==> config.mk <==
export PLATFORM = sky130hd
export DESIGN_NAME = instr_enc_flat
export DESIGN_NICKNAME = d
export VERILOG_FILES = /design/src/rtl/instr_enc_if.sv /design/src/rtl/instr_enc.sv /design/src/flat_wrapper.sv
export SDC_FILE = /design/constraint.sdc
export NUM_CORES = 1
export LEC_CHECK = 0
export BUFFER_PORTS_ARGS = -buffer_cell sky130_fd_sc_hd__buf_2
export CELL_PAD_IN_SITES_DETAIL_PLACEMENT = 0
export CELL_PAD_IN_SITES_GLOBAL_PLACEMENT = 1
export CORE_MARGIN = 2
export CORE_UTILIZATION = 36
export DETAILED_ROUTE_END_ITERATION = 10
export PLACE_DENSITY_LB_ADDON = 0.1
export RECOVER_POWER = 100
export SLEW_MARGIN = 20
export SYNTH_ARGS = -nofsm -noshare
export SYNTH_HDL_FRONTEND = slang
export SYNTH_SLANG_ARGS = --single-unit
export TNS_END_PERCENT = 30
==> constraint.sdc <==
create_clock -name clk -period 2.2 [get_ports clk]
set_input_delay 0.11 -clock clk [delete_from_list [all_inputs] [get_ports clk]]
set_output_delay 0.11 -clock clk [all_outputs]
set_load 0.005 [all_outputs]
==> src/rtl/instr_enc_if.sv <==
// Field-in / word-out bus of the MSP430 instruction encoder.
// The slave side belongs to instr_enc and the master side to whoever feeds it.
interface instr_enc_if;
    logic        in_valid;
    logic        in_ready;
    logic [1:0]  FORMAT;
    logic [3:0]  OPC;
    logic        BW;
    logic        Ad;
    logic [1:0]  As;
    logic [3:0]  reg_SA;
    logic [3:0]  reg_DA;
    logic [15:0] src_ext;
    logic [15:0] dst_ext;
    logic [9:0]  jmp_off;
    logic        load_addr;
    logic [15:0] addr_in;
    logic [15:0] MAB_out;
    logic [15:0] MDB_in;
    logic        word_valid;
    logic        word_ready;
    logic        done;
    logic        err;

    modport slave (
        input  in_valid, FORMAT, OPC, BW, Ad, As, reg_SA, reg_DA,
               src_ext, dst_ext, jmp_off, load_addr, addr_in, word_ready,
        output in_ready, MAB_out, MDB_in, word_valid, done, err
    );

    modport master (
        output in_valid, FORMAT, OPC, BW, Ad, As, reg_SA, reg_DA,
               src_ext, dst_ext, jmp_off, load_addr, addr_in, word_ready,
        input  in_ready, MAB_out, MDB_in, word_valid, done, err
    );
endinterface

==> src/rtl/instr_enc.sv <==
// MSP430 instruction encoder: packs decoded fields into opcode plus extension words
// and emits them with addresses. Define CONST_GEN_EN to fold small immediates into R2/R3.
module instr_enc #(
    parameter logic [15:0] RESET_ADDR = 16'hC000
) (
    input logic        clk,
    input logic        rst_n,
    instr_enc_if.slave bus
);
    typedef enum logic [1:0] {IDLE, EMIT_OP, EMIT_SRC, EMIT_DST} state_t;

    state_t      r_state;
    logic [15:0] r_addr;
    logic [15:0] r_word;
    logic [15:0] r_src;
    logic [15:0] r_dst;
    logic        r_need_src;
    logic        r_need_dst;
    logic        r_wvalid;
    logic        r_done;
    logic        r_err;

    logic        w_fmt1, w_fmt2, w_fmt12, w_illegal;
    logic [3:0]  w_sa;
    logic [1:0]  w_as;
    logic        w_need_src, w_need_dst;
    logic [15:0] w_op;
    logic [15:0] w_base;

    assign w_fmt1    = (bus.FORMAT == 2'd1);
    assign w_fmt2    = (bus.FORMAT == 2'd2);
    assign w_fmt12   = w_fmt1 | w_fmt2;
    assign w_illegal = (bus.FORMAT == 2'd0) || (w_fmt1 && bus.OPC < 4'd4) ||
                       (w_fmt2 && bus.OPC[2:0] == 3'd7);

    always_comb begin
        w_sa = bus.reg_SA;
        w_as = bus.As;
`ifdef CONST_GEN_EN
        // Immediates the constant generator can produce need no extension word
        if (w_fmt12 && bus.As == 2'b11 && bus.reg_SA == 4'd0) begin
            case (bus.src_ext)
                16'h0000: begin w_sa = 4'd3; w_as = 2'b00; end
                16'h0001: begin w_sa = 4'd3; w_as = 2'b01; end
                16'h0002: begin w_sa = 4'd3; w_as = 2'b10; end
                16'hFFFF: begin w_sa = 4'd3; w_as = 2'b11; end
                16'h0004: begin w_sa = 4'd2; w_as = 2'b10; end
                16'h0008: begin w_sa = 4'd2; w_as = 2'b11; end
                default:  begin w_sa = bus.reg_SA; w_as = bus.As; end
            endcase
        end
`endif
    end

    assign w_need_src = w_fmt12 && ((w_as == 2'b01 && w_sa != 4'd3) ||
                                    (w_as == 2'b11 && w_sa == 4'd0));
    assign w_need_dst = w_fmt1 && bus.Ad;

    always_comb begin
        case (bus.FORMAT)
            2'd1:    w_op = {bus.OPC, w_sa, bus.Ad, bus.BW, w_as, bus.reg_DA};
            2'd2:    w_op = {6'b000100, bus.OPC[2:0], bus.BW, w_as, w_sa};
            2'd3:    w_op = {3'b001, bus.OPC[2:0], bus.jmp_off};
            default: w_op = 16'h0000;
        endcase
    end

    // A same-cycle load wins, so the first word of the accepted instruction lands at addr_in
    assign w_base = bus.load_addr ? bus.addr_in : r_addr;

    always_ff @(posedge clk) begin
        if (!rst_n) begin
            r_state    <= IDLE;
            r_addr     <= RESET_ADDR;
            r_word     <= 16'h0000;
            r_src      <= 16'h0000;
            r_dst      <= 16'h0000;
            r_need_src <= 1'b0;
            r_need_dst <= 1'b0;
            r_wvalid   <= 1'b0;
            r_done     <= 1'b0;
            r_err      <= 1'b0;
        end else begin
            r_done <= 1'b0;
            r_err  <= 1'b0;
            case (r_state)
                IDLE: begin
                    r_addr <= w_base;
                    if (bus.in_valid) begin
                        if (w_illegal) begin
                            r_err <= 1'b1;
                        end else begin
                            r_word     <= w_op;
                            r_src      <= bus.src_ext;
                            r_dst      <= bus.dst_ext;
                            r_need_src <= w_need_src;
                            r_need_dst <= w_need_dst;
                            r_wvalid   <= 1'b1;
                            r_state    <= EMIT_OP;
                        end
                    end
                end
                EMIT_OP, EMIT_SRC, EMIT_DST: begin
                    if (bus.word_ready) begin
                        r_addr <= r_addr + 16'd2;
                        if (r_state == EMIT_OP && r_need_src) begin
                            r_word  <= r_src;
                            r_state <= EMIT_SRC;
                        end else if (r_state != EMIT_DST && r_need_dst) begin
                            r_word  <= r_dst;
                            r_state <= EMIT_DST;
                        end else begin
                            r_wvalid <= 1'b0;
                            r_done   <= 1'b1;
                            r_state  <= IDLE;
                        end
                    end
                end
                default: r_state <= IDLE;
            endcase
        end
    end

    assign bus.in_ready   = (r_state == IDLE);
    assign bus.MAB_out    = r_addr;
    assign bus.MDB_in     = r_word;
    assign bus.word_valid = r_wvalid;
    assign bus.done       = r_done;
    assign bus.err        = r_err;
endmodule

==> src/flat_wrapper.sv <==
// flat-port wrapper written by rule: the top's interface ports become plain ports
module instr_enc_flat 
#(
    parameter logic [15:0] RESET_ADDR = 16'hC000
)
  (clk, rst_n, bus_in_valid, bus_FORMAT, bus_OPC, bus_BW, bus_Ad, bus_As, bus_reg_SA, bus_reg_DA, bus_src_ext, bus_dst_ext, bus_jmp_off, bus_load_addr, bus_addr_in, bus_word_ready, bus_in_ready, bus_MAB_out, bus_MDB_in, bus_word_valid, bus_done, bus_err);
  instr_enc_if bus_i ();
  input logic clk;
  input logic rst_n;
  input wire logic [$bits(bus_i.in_valid)-1:0] bus_in_valid;
  input wire logic [$bits(bus_i.FORMAT)-1:0] bus_FORMAT;
  input wire logic [$bits(bus_i.OPC)-1:0] bus_OPC;
  input wire logic [$bits(bus_i.BW)-1:0] bus_BW;
  input wire logic [$bits(bus_i.Ad)-1:0] bus_Ad;
  input wire logic [$bits(bus_i.As)-1:0] bus_As;
  input wire logic [$bits(bus_i.reg_SA)-1:0] bus_reg_SA;
  input wire logic [$bits(bus_i.reg_DA)-1:0] bus_reg_DA;
  input wire logic [$bits(bus_i.src_ext)-1:0] bus_src_ext;
  input wire logic [$bits(bus_i.dst_ext)-1:0] bus_dst_ext;
  input wire logic [$bits(bus_i.jmp_off)-1:0] bus_jmp_off;
  input wire logic [$bits(bus_i.load_addr)-1:0] bus_load_addr;
  input wire logic [$bits(bus_i.addr_in)-1:0] bus_addr_in;
  input wire logic [$bits(bus_i.word_ready)-1:0] bus_word_ready;
  output wire logic [$bits(bus_i.in_ready)-1:0] bus_in_ready;
  output wire logic [$bits(bus_i.MAB_out)-1:0] bus_MAB_out;
  output wire logic [$bits(bus_i.MDB_in)-1:0] bus_MDB_in;
  output wire logic [$bits(bus_i.word_valid)-1:0] bus_word_valid;
  output wire logic [$bits(bus_i.done)-1:0] bus_done;
  output wire logic [$bits(bus_i.err)-1:0] bus_err;
  assign bus_i.in_valid = bus_in_valid;
  assign bus_i.FORMAT = bus_FORMAT;
  assign bus_i.OPC = bus_OPC;
  assign bus_i.BW = bus_BW;
  assign bus_i.Ad = bus_Ad;
  assign bus_i.As = bus_As;
  assign bus_i.reg_SA = bus_reg_SA;
  assign bus_i.reg_DA = bus_reg_DA;
  assign bus_i.src_ext = bus_src_ext;
  assign bus_i.dst_ext = bus_dst_ext;
  assign bus_i.jmp_off = bus_jmp_off;
  assign bus_i.load_addr = bus_load_addr;
  assign bus_i.addr_in = bus_addr_in;
  assign bus_i.word_ready = bus_word_ready;
  assign bus_in_ready = bus_i.in_ready;
  assign bus_MAB_out = bus_i.MAB_out;
  assign bus_MDB_in = bus_i.MDB_in;
  assign bus_word_valid = bus_i.word_valid;
  assign bus_done = bus_i.done;
  assign bus_err = bus_i.err;
  instr_enc #(.RESET_ADDR(RESET_ADDR)) u_core (.clk(clk), .rst_n(rst_n), .bus(bus_i));
endmodule
After elaboration in Yosys (flattened, before gate mapping)
Cells that the tools add are included.
{"block": "op_classes", "magnitude_cmp": 1, "n_bitwise": 5, "muxes": 24, "eq_ne": 18, "addsub": 1, "n_reduce_logical": 22}
{"operator": "16-bit two-way mux", "n": 7}
{"operator": "16-bit case mux with 2 select lines", "n": 2}
{"operator": "16-bit case mux with 3 select lines", "n": 1}
{"operator": "16-bit by 2-bit adder with 16-bit output (second input constant)", "n": 1}
{"operator": "2-bit inequality test (second input constant)", "n": 7}
{"operator": "2-bit == test (second input constant)", "n": 5}
{"operator": "2-bit two-way mux", "n": 5}
{"operator": "3-bit AND reduction", "n": 3}
{"operator": "1-bit logical AND", "n": 8}
{"operator": "1-bit two-way mux", "n": 7}
{"operator": "2-bit by 1-bit == test with 1-bit output (second input constant)", "n": 3}
{"operator": "5-bit AND reduction", "n": 1}
{"operator": "2-bit zero test", "n": 2}
{"operator": "4-bit zero test", "n": 1}
{"operator": "4-bit by 3-bit < comparator with 1-bit output (second input constant)", "n": 1}
{"operator": "4-bit by 2-bit inequality test with 1-bit output (second input constant)", "n": 1}
{"operator": "1-bit inverter", "n": 4}
{"operator": "2-bit case mux with 2 select lines", "n": 1}
{"operator": "4-bit AND reduction", "n": 1}
{"operator": "4-bit OR reduction", "n": 1}
{"operator": "3-bit == test (second input constant)", "n": 1}
{"operator": "1-bit logical OR", "n": 3}
{"operator": "3-bit by 1-bit inequality test with 1-bit output (second input constant)", "n": 1}
{"operator": "3-bit OR reduction", "n": 1}
{"operator": "other kinds (3)", "n": 3}
{"block": "word_totals", "reg_bits": 71, "in_bits": 81}

Depth between registers and ports, before layout
{"block": "logic_depth", "ltp_word": 7, "mapped_depth": 10, "mapped_depth_nobuf": 7}

Least setup slack after synthesis
No wires, ideal clock.
{"block": "synth_path", "path_kind": "input to register", "start": "input port bus_FORMAT[0]", "end": "register u_core.r_word[0] (netlist: u_core.bus.MDB_in[0])", "path_buffers": 3, "t_arrival_ps": 1597, "path_stages": 9, "setup_time_ps": 116, "required_time_ps": 2084, "path_slack_ps": 487, "cell_sequence": "inv_1 -> ha_1 -> clkbuf_1 -> nand4_1 -> and4_1 -> buf_6 -> a21o_4 -> buf_6 -> o211a_1"}
{"block": "synth_via", "elab_chain_cells": 6, "elab_cells_between_ends": 14}
{"element": "start, declared", "line_no": "flat_wrapper.sv:11", "source": "input wire logic [$bits(bus_i.FORMAT)-1:0] bus_FORMAT;"}
{"element": "parallel branches: the longest is 6 deep, another holds 16-bit case mux with 3 select lines"}
{"element": "end signal, assigned", "line_no": "instr_enc.sv:93", "source": "r_word <= w_op;"}
{"element": "end signal, assigned", "line_no": "instr_enc.sv:107", "source": "r_word <= r_src;"}
{"element": "end signal, assigned", "line_no": "instr_enc.sv:110", "source": "r_word <= r_dst;"}
{"element": "end, declared", "line_no": "instr_enc.sv:14", "source": "logic [15:0] r_word;"}
Parallel ways; which one is timed is not known. The select of a mux whose other input is x is not followed.
A chain may end at the register's enable or synchronous reset.

Worst setup path in the final report
{"block": "layout_path", "start": "register u_core.r_state[1]", "end": "register u_core.r_word[10] (netlist: u_core.bus.MDB_in[10])"}
{"block": "layout_via", "elab_chain_cells": 5, "elab_cells_between_ends": 16}
{"element": "start, declared", "line_no": "instr_enc.sv:12", "source": "state_t r_state;"}
{"element": "start signal, assigned", "line_no": "instr_enc.sv:73", "source": "r_state <= IDLE;"}
{"element": "start signal, assigned", "line_no": "instr_enc.sv:99", "source": "r_state <= EMIT_OP;"}
{"element": "start signal, assigned", "line_no": "instr_enc.sv:108", "source": "r_state <= EMIT_SRC;"}
{"element": "2-bit by 1-bit == test with 1-bit output", "line_no": "instr_enc.sv:86, instr_enc.sv:106"}
{"element": "1-bit logical AND", "line_no": "instr_enc.sv:106", "source": "if (r_state == EMIT_OP && r_need_src) begin"}
{"element": "16-bit two-way mux", "line_no": "instr_enc.sv:106"}
{"element": "16-bit two-way mux", "line_no": "instr_enc.sv:104", "source": "if (bus.word_ready) begin"}
{"element": "16-bit case mux with 2 select lines", "line_no": "instr_enc.sv:86", "source": "case (r_state)"}
Several ways; a longest one is shown, not always the timed one. The select of a mux whose other input is x is not followed.

==> PnR_summary.wiki <==
{| class="wikitable"
! Metric !! Value
|-
| Die outline width || 104 um
|-
| Final hold vios || 0
|-
| Max Fclk || 529 MHz
|-
| Sequential area share after synthesis || 39.7%
|-
| Number of maximum-capacitance constraint violations || 0
|-
| Starting DRT DRC Count || 196
|-
| DIE AREA || 0.0107 mm2
|-
| Number of global-route vias before repair || 3531
|-
| Setup_tns || 0 ns
|-
| Setup repair after global routing missed its margin || false
|-
| Drc violations || 0
|-
| Number of nets at the end of the flow || 641
|-
| Final clock skew || 0.00922 ns
|-
| Status || completed
|-
| Worst Tran Pin Value || 0.516 ns
|-
| Predominant post-synthesis flop cell || sky130_fd_sc_hd__dfxtp_1
|-
| CP bufs+invs || 2
|-
| Cells traversed along the worst timing path || buf_4, nor2b_1, clkbuf_2, a22o_1, a222oi_1, nand2_1, o211a_1
|-
| First drt pass iteration count || 5
|-
| Count of port buffers added during placement || 116
|-
| DP Wirelength || 8.07 mm
|-
| Gate count of the mapped netlist || 435
|-
| Synthesized netlist net count || 522
|-
| FFs w/ async S/R, synth || 0%
|-
| Layout overhead on the synthesized area || 28.9%
|-
| Dominant cells by area after synthesis || sky130_fd_sc_hd__dfxtp_1 (40%), sky130_fd_sc_hd__nand2_1 (9.9%), sky130_fd_sc_hd__a21boi_0 (7.6%)
|-
| Period utilisation layout || 86.0%
|-
| H-tree level count || 3
|-
| Number of vias per cell after detailed routing || 5.41
|-
| Synthesis-stage register bit count || 71
|-
| Worst min-delay path startpoint || bus_dst_ext[15]
|-
| Multi-input gate area || 0.00195 mm2
|-
| Post-synth EDFFs || 0
|-
| Final critical path time including I/O delays and setup || 1.89 ns
|-
| Overall power of the completed layout || 3460 uW
|-
| Via count || 3744
|-
| Root cell of the clock tree || sky130_fd_sc_hd__clkbuf_8
|-
| Number of clock sinks || 71
|-
| Avg Cell Area, Syn || 8.22 um2
|-
| Row cnt || 36
|-
| Maximum fanout encountered on the critical timing path || 18
|-
| Pre-CTS WS || 0.277 ns
|-
| Number of primary I/O pins || 117
|-
| Final slew viol count || 0
|-
| Share of the synthesized area in the top cell type || 39.7%
|-
| CTS Buf Count || 9
|-
| Reported leakage power || 0.00197 uW
|-
| Leading cell type in the layout, fill and taps excluded || sky130_fd_sc_hd__buf_2
|-
| Required @ worst endpoint || 2.44 ns
|-
| Longest individual stage delay on the worst path || 0.43 ns
|-
| Worst IR Drop VDD || 0.000397 V
|-
| Insertion delay to the later sink of the worst-skew pair || 0.35 ns
|-
| Cell family with the largest share of critical-path delay || compound AO/OA/AOI/OAI gates
|-
| Final worst setup slack || 0.309 ns
|-
| Endpoint with the worst hold slack || u_core.r_dst[15]$_SDFFE_PN0P_
|-
| Number of unique standard cell types used by synthesis || 50
|-
| Gr usage total || 21.0%
|-
| Global-route wire length before repair || 18.2 mm
|-
| Worst R2R Setup Slack || 0.31 ns
|-
| Final design utilization || 47.4%
|-
| Path type of the worst setup path || reg -> reg
|-
| Worst-case reg-to-reg path depth || 7
|-
| Detailed Route WL || 11.4 mm
|-
| Startpoint Class || register
|-
| Clock transition at the registers of the reported paths || 0.08 ns
|-
| Clock tree from TritonCTS || built
|-
| Yosys warning count || 0
|-
| Floorplan core area || 0.00973 mm2
|-
| Most used cells in the layout excluding fill and tap cells || sky130_fd_sc_hd__buf_2 (99), sky130_fd_sc_hd__nand2_1 (94), sky130_fd_sc_hd__dfxtp_1 (71)
|-
| Ratio of cells with drive above 1 in the final layout || 24.5%
|-
| Final Hold Slack || 0.0148 ns
|-
| Worst hold stages || 3
|-
| Post-Syn Area || 0.00358 mm2
|-
| Critical R2R Capture || u_core.bus.MDB_in[10]$_SDFFE_PN0P_
|-
| Die height || 104 um
|-
| Worst slew slack as a fraction of its limit || 65.5%
|-
| Startpoint of the lowest-slack register-to-register path || u_core.r_state[1]$_SDFFE_PN0P_
|-
| Filler cell count in the final layout || 1053
|-
| Starting density of the core || 36.8%
|-
| Antenna-violating nets left || 0
|-
| Slowest CP cell || sky130_fd_sc_hd__dfxtp_1
|-
| N_diodes || 0
|-
| Post-CTS setup buffer count || 0
|-
| Crit end category || register
|-
| Number of antenna violations at the first check in global routing || 0
|-
| Synth area leader || sky130_fd_sc_hd__dfxtp_1
|-
| Global-route congestion overflow total || 0
|-
| Maximum number of pins on one net before global-route repair || 35
|-
| Routed len/inst || 16.5 um
|-
| Maximum clock insertion buffer count || 2
|-
| PwrDens || 750 mW/mm2
|-
| Register cell area after layout || 0.00142 mm2
|-
| Arrival time reported for the critical path endpoint || 2.13 ns
|-
| Number of failing setup endpoints in the final timing report || 0
|-
| Worst min-delay path class || in -> reg
|-
| Global placer's final weighted congestion || 0.823
|}
==> worst max path at each step <==
stage	from	to	slack, ns	depth (start not counted)
2_1_floorplan	bus_FORMAT[0]	u_core.bus.MDB_in[0]$_SDFFE_PN0P_	0.49	9
3_3_place_gp	bus_FORMAT[0]	u_core.r_need_src$_SDFFE_PN0P_	0.36	8
3_5_place_dp	bus_FORMAT[0]	u_core.r_need_src$_SDFFE_PN0P_	0.28	8
4_1_cts	u_core.r_state[0]$_SDFFE_PN0P_	bus_in_ready	0.33	4
5_1_grt	u_core.r_state[1]$_SDFFE_PN0P_	u_core.bus.MDB_in[11]$_SDFFE_PN0P_	0.19	7
6_report	u_core.r_state[1]$_SDFFE_PN0P_	u_core.bus.MDB_in[10]$_SDFFE_PN0P_	0.31	7
==> kinds of logic (layout without fill, tap and decap cells) <==
family	after synthesis	in the layout	share of synthesized area, %
buffers and inverters	43	167	5.42
AO/OA/AOI/OAI	155	155	32.4
flip-flops	71	71	39.7
multiplexers	2	2	0.560
AND/OR/NAND/NOR	157	157	19.5
XOR/XNOR	1	1	0.245
adder cells (fa/ha/maj)	6	6	2.10
==> Yosys cell counts, drive strengths merged (9+ instances only) <==
cell / number
clkbuf: 23
o21ai: 22
nand2: 94
a222oi: 10
nor2: 20
a22o: 17
a21oi: 23
dfxtp: 71
a21boi: 36
nand3: 9
buf: 12
a221oi: 9
==> metrics by stage <==
| step | cells | instance area [um2] |
|---|---|---|
| 6_report | 692 | 4610 |
| 5_1_grt | 692 | 4610 |
| 4_1_cts | 691 | 4640 |
| 3_5_place_dp | 664 | 4280 |
| 3_3_place_gp | 664 | 4280 |
| 2_1_floorplan | 435 | 3580 |
==> sequential cells by signal, indices dropped and copies added (netlist names) <==
name / cells
u_core.r_need_dst: 1
u_core.r_dst: 16
u_core.bus.err: 1
u_core.r_need_src: 1
u_core.r_src: 16
u_core.bus.word_valid: 1
u_core.r_state: 2
u_core.bus.MAB_out: 16
u_core.bus.MDB_in: 16
u_core.bus.done: 1
==> layer usage <==
layer | global-route usage, % | up-vias | wire [um]
li1 | - | 1841 | -
met1 | 25.9 | 1795 | 5010
met2 | 37.1 | 100 | 5810
met3 | 4.85 | 8 | 439
met4 | 5.02 | 0 | 132
met5 | 0 | - | 0
==> power breakdown <==
part           total (uW)  internal (uW)  switching, uW
logic                 692            304            387
clock network        1280            757            523
registers            1490           1400           91.9
total                3460           2460           1000
==> tightest hold or removal path: stages <==
cell and delay (ns):
sky130_fd_sc_hd__buf_2 0.09, sky130_fd_sc_hd__nand2_1 0.05, sky130_fd_sc_hd__a21boi_0 0.07
==> final cells by class <==
type	instances	area share, %
clock buffers	9	2.69
clock inverters	7	2.61
inverters	8	0.651
multi-input cells	321	42.3
flip-flops and latches	71	30.8
well taps	133	3.61
repair buffers	143	17.3
==> repair_timing <==
item	in CTS	in global routing
hold buffers	11	1
resized for setup	0	0
hold endpoints to repair	11	1
No activity file was read; power rests on OpenSTA's default activity.
